**config.mk**
```make
export PLATFORM = sky130hd
export DESIGN_NAME = uart_print_tx
export DESIGN_NICKNAME = d
export VERILOG_FILES = /design/src/rtl/uart_print_pkg.sv /design/src/rtl/print_fifo.sv /design/src/rtl/uart_print_tx.sv
export SDC_FILE = /design/constraint.sdc
export NUM_CORES = 1
export LEC_CHECK = 0
export BUFFER_PORTS_ARGS = -buffer_cell sky130_fd_sc_hd__buf_2
export CORE_UTILIZATION = 45
export DETAILED_ROUTE_END_ITERATION = 6
export HOLD_SLACK_MARGIN = 0.03
export SYNTH_ARGS = -nofsm -noshare
export SYNTH_HDL_FRONTEND = slang
export SYNTH_SLANG_ARGS = --single-unit
```
**constraint.sdc**
```tcl
create_clock -name clk_i -period 2.3 [get_ports clk_i]
set_input_delay 0.115 -clock clk_i [delete_from_list [all_inputs] [get_ports clk_i]]
set_output_delay 0.115 -clock clk_i [all_outputs]
set_load 0.1 [all_outputs]
```
**src/rtl/uart_print_pkg.sv**
```systemverilog
// uart_print_pkg
// Shared definitions for the UART print transmitter: default clock and baud
// constants and the transmit FSM state encoding.
// Optional feature macro: UART_PRINT_TX_PARITY_EN adds the PARITY state.
package uart_print_pkg;

    localparam int DEFAULT_CLK_FREQ = 48000000;
    localparam int DEFAULT_BAUD     = 115200;

    typedef enum logic [2:0] {
        ST_IDLE,
        ST_START,
        ST_DATA,
`ifdef UART_PRINT_TX_PARITY_EN
        ST_PARITY,
`endif
        ST_STOP
    } tx_state_e;

endpackage

```
**src/rtl/print_fifo.sv**
```systemverilog
// print_fifo
// Synchronous byte FIFO with registered full/empty flags and a
// first-word-fall-through head (head_o is valid whenever empty_o is low).
// Ports:
//   clk_i, rst_i   clock, asynchronous active-high reset
//   push_i/data_i  write strobe and data; dropped when full
//   pop_i          advance the head; ignored when empty
//   head_o         oldest stored entry
//   full_o/empty_o occupancy flags
//   overflow_o     sticky: a push was dropped, cleared only by reset
module print_fifo #(
    parameter int DEPTH = 16,
    parameter int WIDTH = 8
) (
    input  logic             clk_i,
    input  logic             rst_i,
    input  logic             push_i,
    input  logic [WIDTH-1:0] data_i,
    input  logic             pop_i,
    output logic [WIDTH-1:0] head_o,
    output logic             full_o,
    output logic             empty_o,
    output logic             overflow_o
);

    localparam int AW = $clog2(DEPTH);
    localparam logic [AW:0] PTR_ONE = (AW + 1)'(1);

    logic [AW:0]      wr_ptr_q, wr_ptr_d;
    logic [AW:0]      rd_ptr_q, rd_ptr_d;
    logic             full_q, full_d;
    logic             empty_q, empty_d;
    logic             overflow_q, overflow_d;
    logic [WIDTH-1:0] mem_q [DEPTH];
    logic             do_push, do_pop;

    // A push is judged against the full flag as it stood before this edge,
    // so a simultaneous pop on a full FIFO does not rescue the push.
    assign do_push = push_i && !full_q;
    assign do_pop  = pop_i && !empty_q;

    // Flags are derived from the next pointers so that, although registered,
    // they always describe the pointers they are stored alongside.
    always_comb begin
        wr_ptr_d   = wr_ptr_q;
        rd_ptr_d   = rd_ptr_q;
        overflow_d = overflow_q;
        if (do_push) begin
            wr_ptr_d = wr_ptr_q + PTR_ONE;
        end
        if (do_pop) begin
            rd_ptr_d = rd_ptr_q + PTR_ONE;
        end
        if (push_i && full_q) begin
            overflow_d = 1'b1;
        end
        empty_d = (wr_ptr_d == rd_ptr_d);
        full_d  = (wr_ptr_d[AW] != rd_ptr_d[AW]) &&
                  (wr_ptr_d[AW-1:0] == rd_ptr_d[AW-1:0]);
    end

    always_ff @(posedge clk_i or posedge rst_i) begin
        if (rst_i) begin
            wr_ptr_q   <= '0;
            rd_ptr_q   <= '0;
            full_q     <= 1'b0;
            empty_q    <= 1'b1;
            overflow_q <= 1'b0;
        end else begin
            wr_ptr_q   <= wr_ptr_d;
            rd_ptr_q   <= rd_ptr_d;
            full_q     <= full_d;
            empty_q    <= empty_d;
            overflow_q <= overflow_d;
        end
    end

    // Storage needs no reset: resetting the pointers discards the contents.
    always_ff @(posedge clk_i) begin
        if (do_push) begin
            mem_q[wr_ptr_q[AW-1:0]] <= data_i;
        end
    end

    assign head_o     = mem_q[rd_ptr_q[AW-1:0]];
    assign full_o     = full_q;
    assign empty_o    = empty_q;
    assign overflow_o = overflow_q;

endmodule

```
**src/rtl/uart_print_tx.sv**
```systemverilog
// uart_print_tx
// Buffers bytes from a CPU print port and sends them as UART frames
// (start, 8 data bits LSB first, optional even parity, one stop bit).
// Optional feature macro: UART_PRINT_TX_PARITY_EN (8E1 instead of 8N1).
// Ports:
//   clk_i, rst_i           clock, asynchronous active-high reset
//   tf_push_i/print_data_i one-cycle byte strobe and data
//   uart_txd_o             registered serial line, idle high
//   fifo_full_o/empty_o    buffer occupancy flags
//   overflow_o             sticky dropped-byte flag
//   busy_o                 a frame is on the line
module uart_print_tx
    import uart_print_pkg::*;
#(
    parameter int CLK_FREQ   = DEFAULT_CLK_FREQ,
    parameter int BAUD       = DEFAULT_BAUD,
    parameter int FIFO_DEPTH = 16
) (
    input  logic       clk_i,
    input  logic       rst_i,
    input  logic       tf_push_i,
    input  logic [7:0] print_data_i,
    output logic       uart_txd_o,
    output logic       fifo_full_o,
    output logic       fifo_empty_o,
    output logic       overflow_o,
    output logic       busy_o
);

    localparam int DIV   = CLK_FREQ / BAUD;
    localparam int CNT_W = (DIV > 1) ? $clog2(DIV) : 1;
    localparam logic [CNT_W-1:0] CNT_LAST = CNT_W'(DIV - 1);
    localparam logic [CNT_W-1:0] CNT_ONE  = CNT_W'(1);

    tx_state_e        state_q, state_d;
    logic [CNT_W-1:0] baud_cnt_q, baud_cnt_d;
    logic [2:0]       bit_idx_q, bit_idx_d;
    logic [7:0]       shift_q, shift_d;
    logic             txd_q, txd_d;
`ifdef UART_PRINT_TX_PARITY_EN
    logic             parity_q, parity_d;
`endif
    logic             fifo_pop;
    logic [7:0]       fifo_head;
    logic             fifo_empty;
    logic             bit_done;

    print_fifo #(
        .DEPTH (FIFO_DEPTH),
        .WIDTH (8)
    ) u_fifo (
        .clk_i      (clk_i),
        .rst_i      (rst_i),
        .push_i     (tf_push_i),
        .data_i     (print_data_i),
        .pop_i      (fifo_pop),
        .head_o     (fifo_head),
        .full_o     (fifo_full_o),
        .empty_o    (fifo_empty),
        .overflow_o (overflow_o)
    );

    assign bit_done = (baud_cnt_q == CNT_LAST);

    // The line level is a function of the current state and is registered,
    // so the line trails the state register by one cycle. Leaving STOP with
    // data waiting reloads and goes straight to START, giving no idle gap.
    always_comb begin
        state_d    = state_q;
        baud_cnt_d = baud_cnt_q;
        bit_idx_d  = bit_idx_q;
        shift_d    = shift_q;
        txd_d      = 1'b1;
        fifo_pop   = 1'b0;
`ifdef UART_PRINT_TX_PARITY_EN
        parity_d   = parity_q;
`endif
        if (state_q != ST_IDLE) begin
            baud_cnt_d = bit_done ? '0 : baud_cnt_q + CNT_ONE;
        end
        case (state_q)
            ST_IDLE: begin
                if (!fifo_empty) begin
                    fifo_pop   = 1'b1;
                    shift_d    = fifo_head;
`ifdef UART_PRINT_TX_PARITY_EN
                    parity_d   = ^fifo_head;
`endif
                    baud_cnt_d = '0;
                    bit_idx_d  = '0;
                    state_d    = ST_START;
                end
            end
            ST_START: begin
                txd_d = 1'b0;
                if (bit_done) begin
                    state_d = ST_DATA;
                end
            end
            ST_DATA: begin
                txd_d = shift_q[0];
                if (bit_done) begin
                    shift_d = {1'b0, shift_q[7:1]};
                    if (bit_idx_q == 3'd7) begin
`ifdef UART_PRINT_TX_PARITY_EN
                        state_d = ST_PARITY;
`else
                        state_d = ST_STOP;
`endif
                    end else begin
                        bit_idx_d = bit_idx_q + 3'd1;
                    end
                end
            end
`ifdef UART_PRINT_TX_PARITY_EN
            ST_PARITY: begin
                txd_d = parity_q;
                if (bit_done) begin
                    state_d = ST_STOP;
                end
            end
`endif
            ST_STOP: begin
                txd_d = 1'b1;
                if (bit_done) begin
                    if (!fifo_empty) begin
                        fifo_pop  = 1'b1;
                        shift_d   = fifo_head;
`ifdef UART_PRINT_TX_PARITY_EN
                        parity_d  = ^fifo_head;
`endif
                        bit_idx_d = '0;
                        state_d   = ST_START;
                    end else begin
                        state_d = ST_IDLE;
                    end
                end
            end
            default: begin
                state_d = ST_IDLE;
            end
        endcase
    end

    always_ff @(posedge clk_i or posedge rst_i) begin
        if (rst_i) begin
            state_q    <= ST_IDLE;
            baud_cnt_q <= '0;
            bit_idx_q  <= '0;
            shift_q    <= '0;
            txd_q      <= 1'b1;
`ifdef UART_PRINT_TX_PARITY_EN
            parity_q   <= 1'b0;
`endif
        end else begin
            state_q    <= state_d;
            baud_cnt_q <= baud_cnt_d;
            bit_idx_q  <= bit_idx_d;
            shift_q    <= shift_d;
            txd_q      <= txd_d;
`ifdef UART_PRINT_TX_PARITY_EN
            parity_q   <= parity_d;
`endif
        end
    end

    assign uart_txd_o   = txd_q;
    assign fifo_empty_o = fifo_empty;
    assign busy_o       = (state_q != ST_IDLE);

endmodule

```
=== After elaboration in Yosys (flattened, before gate mapping) ===
Memories as Yosys holds them, arrays and structs flattened.
Index checks and enable logic that the tools add are counted.

* Add/sub/neg operators: 4
* Equal/unequal tests: 14
* Mux-type cells: 28
* Reductions and logical operators: 12

{| class="wikitable"
|+ Operators with widths
! cell !! number
|-
| 9-bit two-way mux || 4
|-
| 3-bit two-way mux || 9
|-
| 8-bit two-way mux || 3
|-
| 8-bit case mux with 3 select lines || 1
|-
| 2-bit != test, second input constant || 6
|-
| 3-bit case mux with 4 select lines || 1
|-
| 5-bit by 1-bit adder with 5-bit output, second input constant || 2
|-
| 5-bit two-way mux || 2
|-
| 9-bit by 1-bit adder with 9-bit output, second input constant || 1
|-
| 9-bit equality test, second input constant || 1
|-
| 3-bit case mux with 3 select lines || 1
|-
| 3-bit by 2-bit equality test with 1-bit output, second input constant || 2
|-
| 3-bit nonzero test || 2
|-
| 5-bit equality test || 1
|-
| 1-bit two-way mux || 5
|-
| 5-bit AND reduction || 1
|-
| 4-bit equality test || 1
|-
| 1-bit logical AND || 4
|-
| 1-bit case mux with 2 select lines || 2
|-
| 4-bit AND reduction || 1
|-
| 3-bit by 1-bit adder with 3-bit output, second input constant || 1
|-
| 3-bit by 1-bit equality test with 1-bit output, second input constant || 1
|-
| 3-bit equality test, second input constant || 1
|-
| 3-bit zero test || 1
|-
| other kinds (3) || 4
|}

* Register bits: 37
* Bits in writable memories: 128
* Bits of input ports: 11
* Output and inout port bits: 5
* Logic and storage cells: 69
* Memories kept: 1

{| class="wikitable"
|+ Memory list
! memory !! words !! bits a word !! read ports !! clocked after Yosys merged registers in !! wr ports !! line !! text
|-
| u_fifo.mem_q || 16 || 8 || 1 || 0 || 1 || print_fifo.sv:34 || <nowiki>logic [WIDTH-1:0] mem_q [DEPTH];</nowiki>
|}

=== Logic depth before layout (Yosys ltp) ===
* Depth in word-level cells: 7
* Gate-level depth with buffers: 8

=== By module ===
Synthesis repeated with hierarchy kept, for this count alone.

* Cell total of the unflattened synthesis: 405
* Area total of the unflattened synthesis: 6907.9 µm²

{| class="wikitable"
|+ Modules (own cells, without submodules)
! module !! instances !! cells an instance !! area each (µm²)
|-
| print_fifo || 1 || 277 || 5595.4
|-
| uart_print_tx || 1 || 128 || 1312.5
|}

=== Least setup slack after synthesis ===
No wires, ideal clock.

* Path kind: register to register
* Start point: reg state_q[0]
* End point: reg state_q[1]
* Library setup time: 127 ps
* Arrival: 2232 ps
* Path slack: -59 ps
* Stages on the path, launching flop included: 8
* Cell sequence: dfrtp_1 inv_1 ha_1 buf_2 inv_1 nor2_1 a21o_1 mux2_1

* Cells in the longest elaborated chain, start to end: 3
* Elaborated cells between the ends (all ways): 11
* Classes of those cells: eq/ne: 8; mux: 1; reduce/logical: 2

{| class="wikitable"
|+ Ends and longest elaborated chain
! item !! line !! text
|-
| start: declaration || uart_print_tx.sv:35 || <nowiki>tx_state_e state_q, state_d;</nowiki>
|-
| start signal: assignment || uart_print_tx.sv:156 || <nowiki>state_q <= state_d;</nowiki>
|-
| 3-bit by 2-bit equality test with 1-bit output (tied with other cells) || uart_print_tx.sv:81 || <nowiki>case (state_q)</nowiki>
|-
| 2-bit != test (no source line) || n/a ||
|-
| 5-bit AND reduction (no source line) || n/a ||
|}

Parallel ways exist; a longest one is shown, timed or not.
A chain may end at the register's enable or synchronous reset.

=== Final worst setup path ===
* Start point: reg state_q[0]
* End point: out busy_o

* Cells in the longest elaborated chain, start to end: 1

{| class="wikitable"
|+ Ends and longest elaborated chain
! item !! line !! text
|-
| 3-bit nonzero test || uart_print_tx.sv:169 || <nowiki>assign busy_o = (state_q != ST_IDLE);</nowiki>
|-
| end: declaration || uart_print_tx.sv:27 || <nowiki>output logic busy_o</nowiki>
|}

No other way between the ends.

==> out/qor.csv <==
stage;metric;value;unit
sta;Hold Worst Slack;0.0687;ns
run_status;status;finished clean;
sta;minimum clock period;2.11;ns
worst_setup_path;Worst Setup SP;state_q[0]$_DFFE_PP0P_;
final_layout;Antenna Cells;0;
synthesis;Netlist cell types;55;
sta;setup ws final;0.192;ns
sta;final setup violation count;0;
synthesis;synth top area cells;edfxtp_1 55%, dfrtp_1 12%, mux4_2 11%;
clock_tree;H-tree levels;4;
worst_setup_path;worst r2r src;u_fifo.rd_ptr_q[0]$_DFF_PP0_;
final_layout;Core Util, Final;52.5;%
worst_setup_path;CP top delay family;buffers and inverters;
routing;antenna viol nets, final;0;
flow_run;max-cap violations;0;
worst_setup_path;arrival time at the worst endpoint;1.99;ns
power;Power Total;7.48;mW
synthesis;Post-Syn Nets;445;
placement;cell count after placement;620;
synthesis;cell with the most instances after synthesis;edfxtp_1;
power;Sequential Power Share;49.0;%
routing;Final Routed Wirelength;13700;um
worst_setup_path;CP max FO;10;
floorplanning;die area;0.0161;sq mm
min_path;Hold Crit Start;print_data_i[0];
synthesis;most frequent cells after synthesis;128 x edfxtp_1, 34 x dfrtp_1, 34 x mux4_2, 25 x a21oi_1, 17 x nor2_1;
routing;vias;3642;
floorplanning;Core Footprint;0.0152;sq mm
grt;initial antenna violation count;0;
worst_setup_path;Crit Path Class;reg2out;
power;Sw Ratio;26.6;%
power;clock share of power;38.1;%
sta;worst slew pin tran;0.754;ns
final_layout;fill count;1246;
synthesis;cells after synthesis;422;
worst_setup_path;CP startpoint kind;flip-flop;
power;PwrDens;937;mW/mm^2
power;Comb pwr share;12.9;%
grt;Overall Global Routing Usage;19.2;%
final_layout;area grow syn2layout;13.7;%
synthesis;synthesized area;0.00703;sq mm
placement;dpl ws;0.270;ns
routing;vias per cell;5.57;
worst_setup_path;CP Depth;4;
final_layout;Design Area, Final;0.00799;sq mm
floorplanning;Cell Rows;45;
routing;drt first pass iters;4;
synthesis;Yosys top cell by area;edfxtp_1;
sta;RSZ-0062 raised after global routing;no;
sta;Fin Setup TNS;0;ns
power;cell internal pwr;5.49;mW
worst_setup_path;WP buf/inv;3;
final_layout;final cell count without fillers;654;
clock_tree;CTS Sinks;164;
floorplanning;Starting Density;46.2;%
placement;Cell Area, Placed;0.00737;sq mm
grt;first-pass GRT wire length;22100;um
sta;relative slew slack;49.7;%
floorplanning;Die H;127;um
grt;vias in the first global route;3846;
worst_setup_path;Worst EP required;2.18;ns
synthesis;syn avg cell area;16.6;sq um
synthesis;post-synth top area share;54.7;%
sta;Hold Fails Final Rpt;0;
clock_tree;CTS Root Cell;clkbuf_16;
grt;GRT Residual Overflow;0;
worst_setup_path;R2R cell count;6;
sta;maximum clock frequency;0.474;GHz
power;Max VDD drop;0.644;mV
grt;pin count of the biggest net entering global routing;21;
final_layout;area of the multi-input gates;0.00210;sq mm
floorplanning;Die W;127;um
clock_tree;CTS Buf Count;17;
final_layout;register area;0.00475;sq mm
power;leak pwr;2.85;nW
final_layout;share of layout cells above drive strength 1;23.8;%
final_layout;Nets;476;
synthesis;number of synthesized register bits;164;
placement;RePlAce Congestion;0.756;
min_path;type of the worst min-delay path;in2reg;
worst_setup_path;crit-path cells;inv_1 > ha_1 > clkinvlp_4 > buf_2;
synthesis;ys async rst share;22.0;%
clock_tree;worst skew pair latency;0.43;ns
worst_setup_path;Crit. End Element;primary output;
sta;Final Max Tran Viols;0;
clock_tree;Clk pin slew, worst setup/hold paths;0.06;ns
clock_tree;CTS tree;built;
synthesis;Post-synth EDFFs;128;
worst_setup_path;Worst path slowest cell;ha_1;
placement;IO Port Bufs;15;
routing;DRT iter0 DRCs;216;
min_path;Hold Path Stages;1;
floorplanning;Top Ports;16;
power;Switch Pwr;1.99;mW
sta;Post-Route Skew;0.00971;ns
synthesis;post-synthesis sequential area ratio;67.6;%
synthesis;Synth Flop Type;edfxtp_1;
placement;DPL Wire Length;9020;um
routing;mean routed wirelength per cell;21.0;um
clock_tree;Max clock buf depth;2;
worst_setup_path;max incr delay on CP;0.45;ns
routing;DRC viols;0;
synthesis;Synth Warn #;0;
sta;fin crit share;91.7;%
clock_tree;post-cts resize count;0;
==> registers in the layout (all words and copies together), names as in the netlist <==
name	flops
baud_cnt_q	9
u_fifo.wr_ptr_q	5
u_fifo.mem_q	128
u_fifo.rd_ptr_q	5
shift_q	8
state_q	2
u_fifo.full_o	1
bit_idx_q	3
uart_txd_o	1
u_fifo.overflow_o	1
u_fifo.empty_o	1
==> cell type report <==
cell class | instances | share of cell area (%)
clock buffers | 17 | 5.33
well taps | 188 | 2.94
flip-flops and latches | 164 | 59.4
multi-input cells | 223 | 26.3
inverters | 14 | 0.705
clock inverters | 15 | 2.11
repair buffers | 33 | 3.16
==> cells in the final DEF (no fill, tap or decap), types with 10 or more instances in the layout <==
| master | Yosys | layout |
|---|---|---|
| a21oi_1 | 25 | 25 |
| a22oi_1 | 14 | 14 |
| and2_1 | 12 | 12 |
| buf_2 | 7 | 15 |
| buf_4 | 2 | 13 |
| clkbuf_16 | 0 | 17 |
| dfrtp_1 | 34 | 33 |
| edfxtp_1 | 128 | 128 |
| ha_1 | 12 | 12 |
| inv_1 | 14 | 13 |
| mux4_2 | 34 | 34 |
| nand2_1 | 13 | 13 |
| nor2_1 | 17 | 16 |
| o21ai_0 | 13 | 13 |
| xnor2_1 | 10 | 10 |
==> per-layer routing <==
metal,GRT usage [%],routed length [um],up-vias
met4,8.47,299,0
li1,-,-,1706
met5,0,0,-
met1,25.1,6150,1855
met3,3.71,480,21
met2,31.2,6820,60
==> final timing paths <==
check	endpoint	slack (ns)
hold reg to reg	u_fifo.overflow_o$_DFFE_PP0P_	0.45
min in group asynchronous	u_fifo.wr_ptr_q[3]$_DFF_PP0_	0.35
hold / removal	u_fifo.mem_q[3][0]$_DFFE_PP_	0.07
max in group asynchronous	uart_txd_o$_DFF_PP1_	1.30
setup / recovery	busy_o	0.19
setup reg to reg	shift_q[0]$_DFFE_PP0P_	0.25
==> power by group through the flow <==
| stage | Sequential [mW] | Combinational [mW] | Clock, mW |
|---|---|---|---|
| 2_1_floorplan | 3.77 | 0.626 | 0 |
| 6_report | 3.67 | 0.965 | 2.85 |
| 3_3_place_gp | 3.71 | 0.950 | 0 |
| 4_1_cts | 3.67 | 0.980 | 2.90 |
| 5_1_grt | 3.70 | 1.07 | 3.01 |
| 3_5_place_dp | 3.73 | 0.972 | 0 |
==> cell families after synthesis <==
group | Yosys count | synth area share [%]
XOR/XNOR | 19 | 2.89
multiplexers | 39 | 11.7
flip-flops | 164 | 67.6
AO/OA/AOI/OAI | 72 | 6.39
adder cells (fa/ha/maj) | 12 | 2.14
buffers and inverters | 35 | 2.56
AND/OR/NAND/NOR | 81 | 6.79
==> worst reg2reg max path, cell delays in order, from the launching register on <==
cell	delay (ns)
dfrtp_2	0.49
buf_12	0.23
mux4_2	0.54
a22oi_1	0.32
a21oi_1	0.12
a21oi_1	0.13
a21oi_1	0.08
==> what timing repair did <==
item                       4_1_cts  5_1_grt
hold endpoints to repair        17        0
setup endpoints to repair        0        0
hold buffers                     2        0
setup buffers                    0        0
No activity file was read; power rests on OpenSTA's default activity.
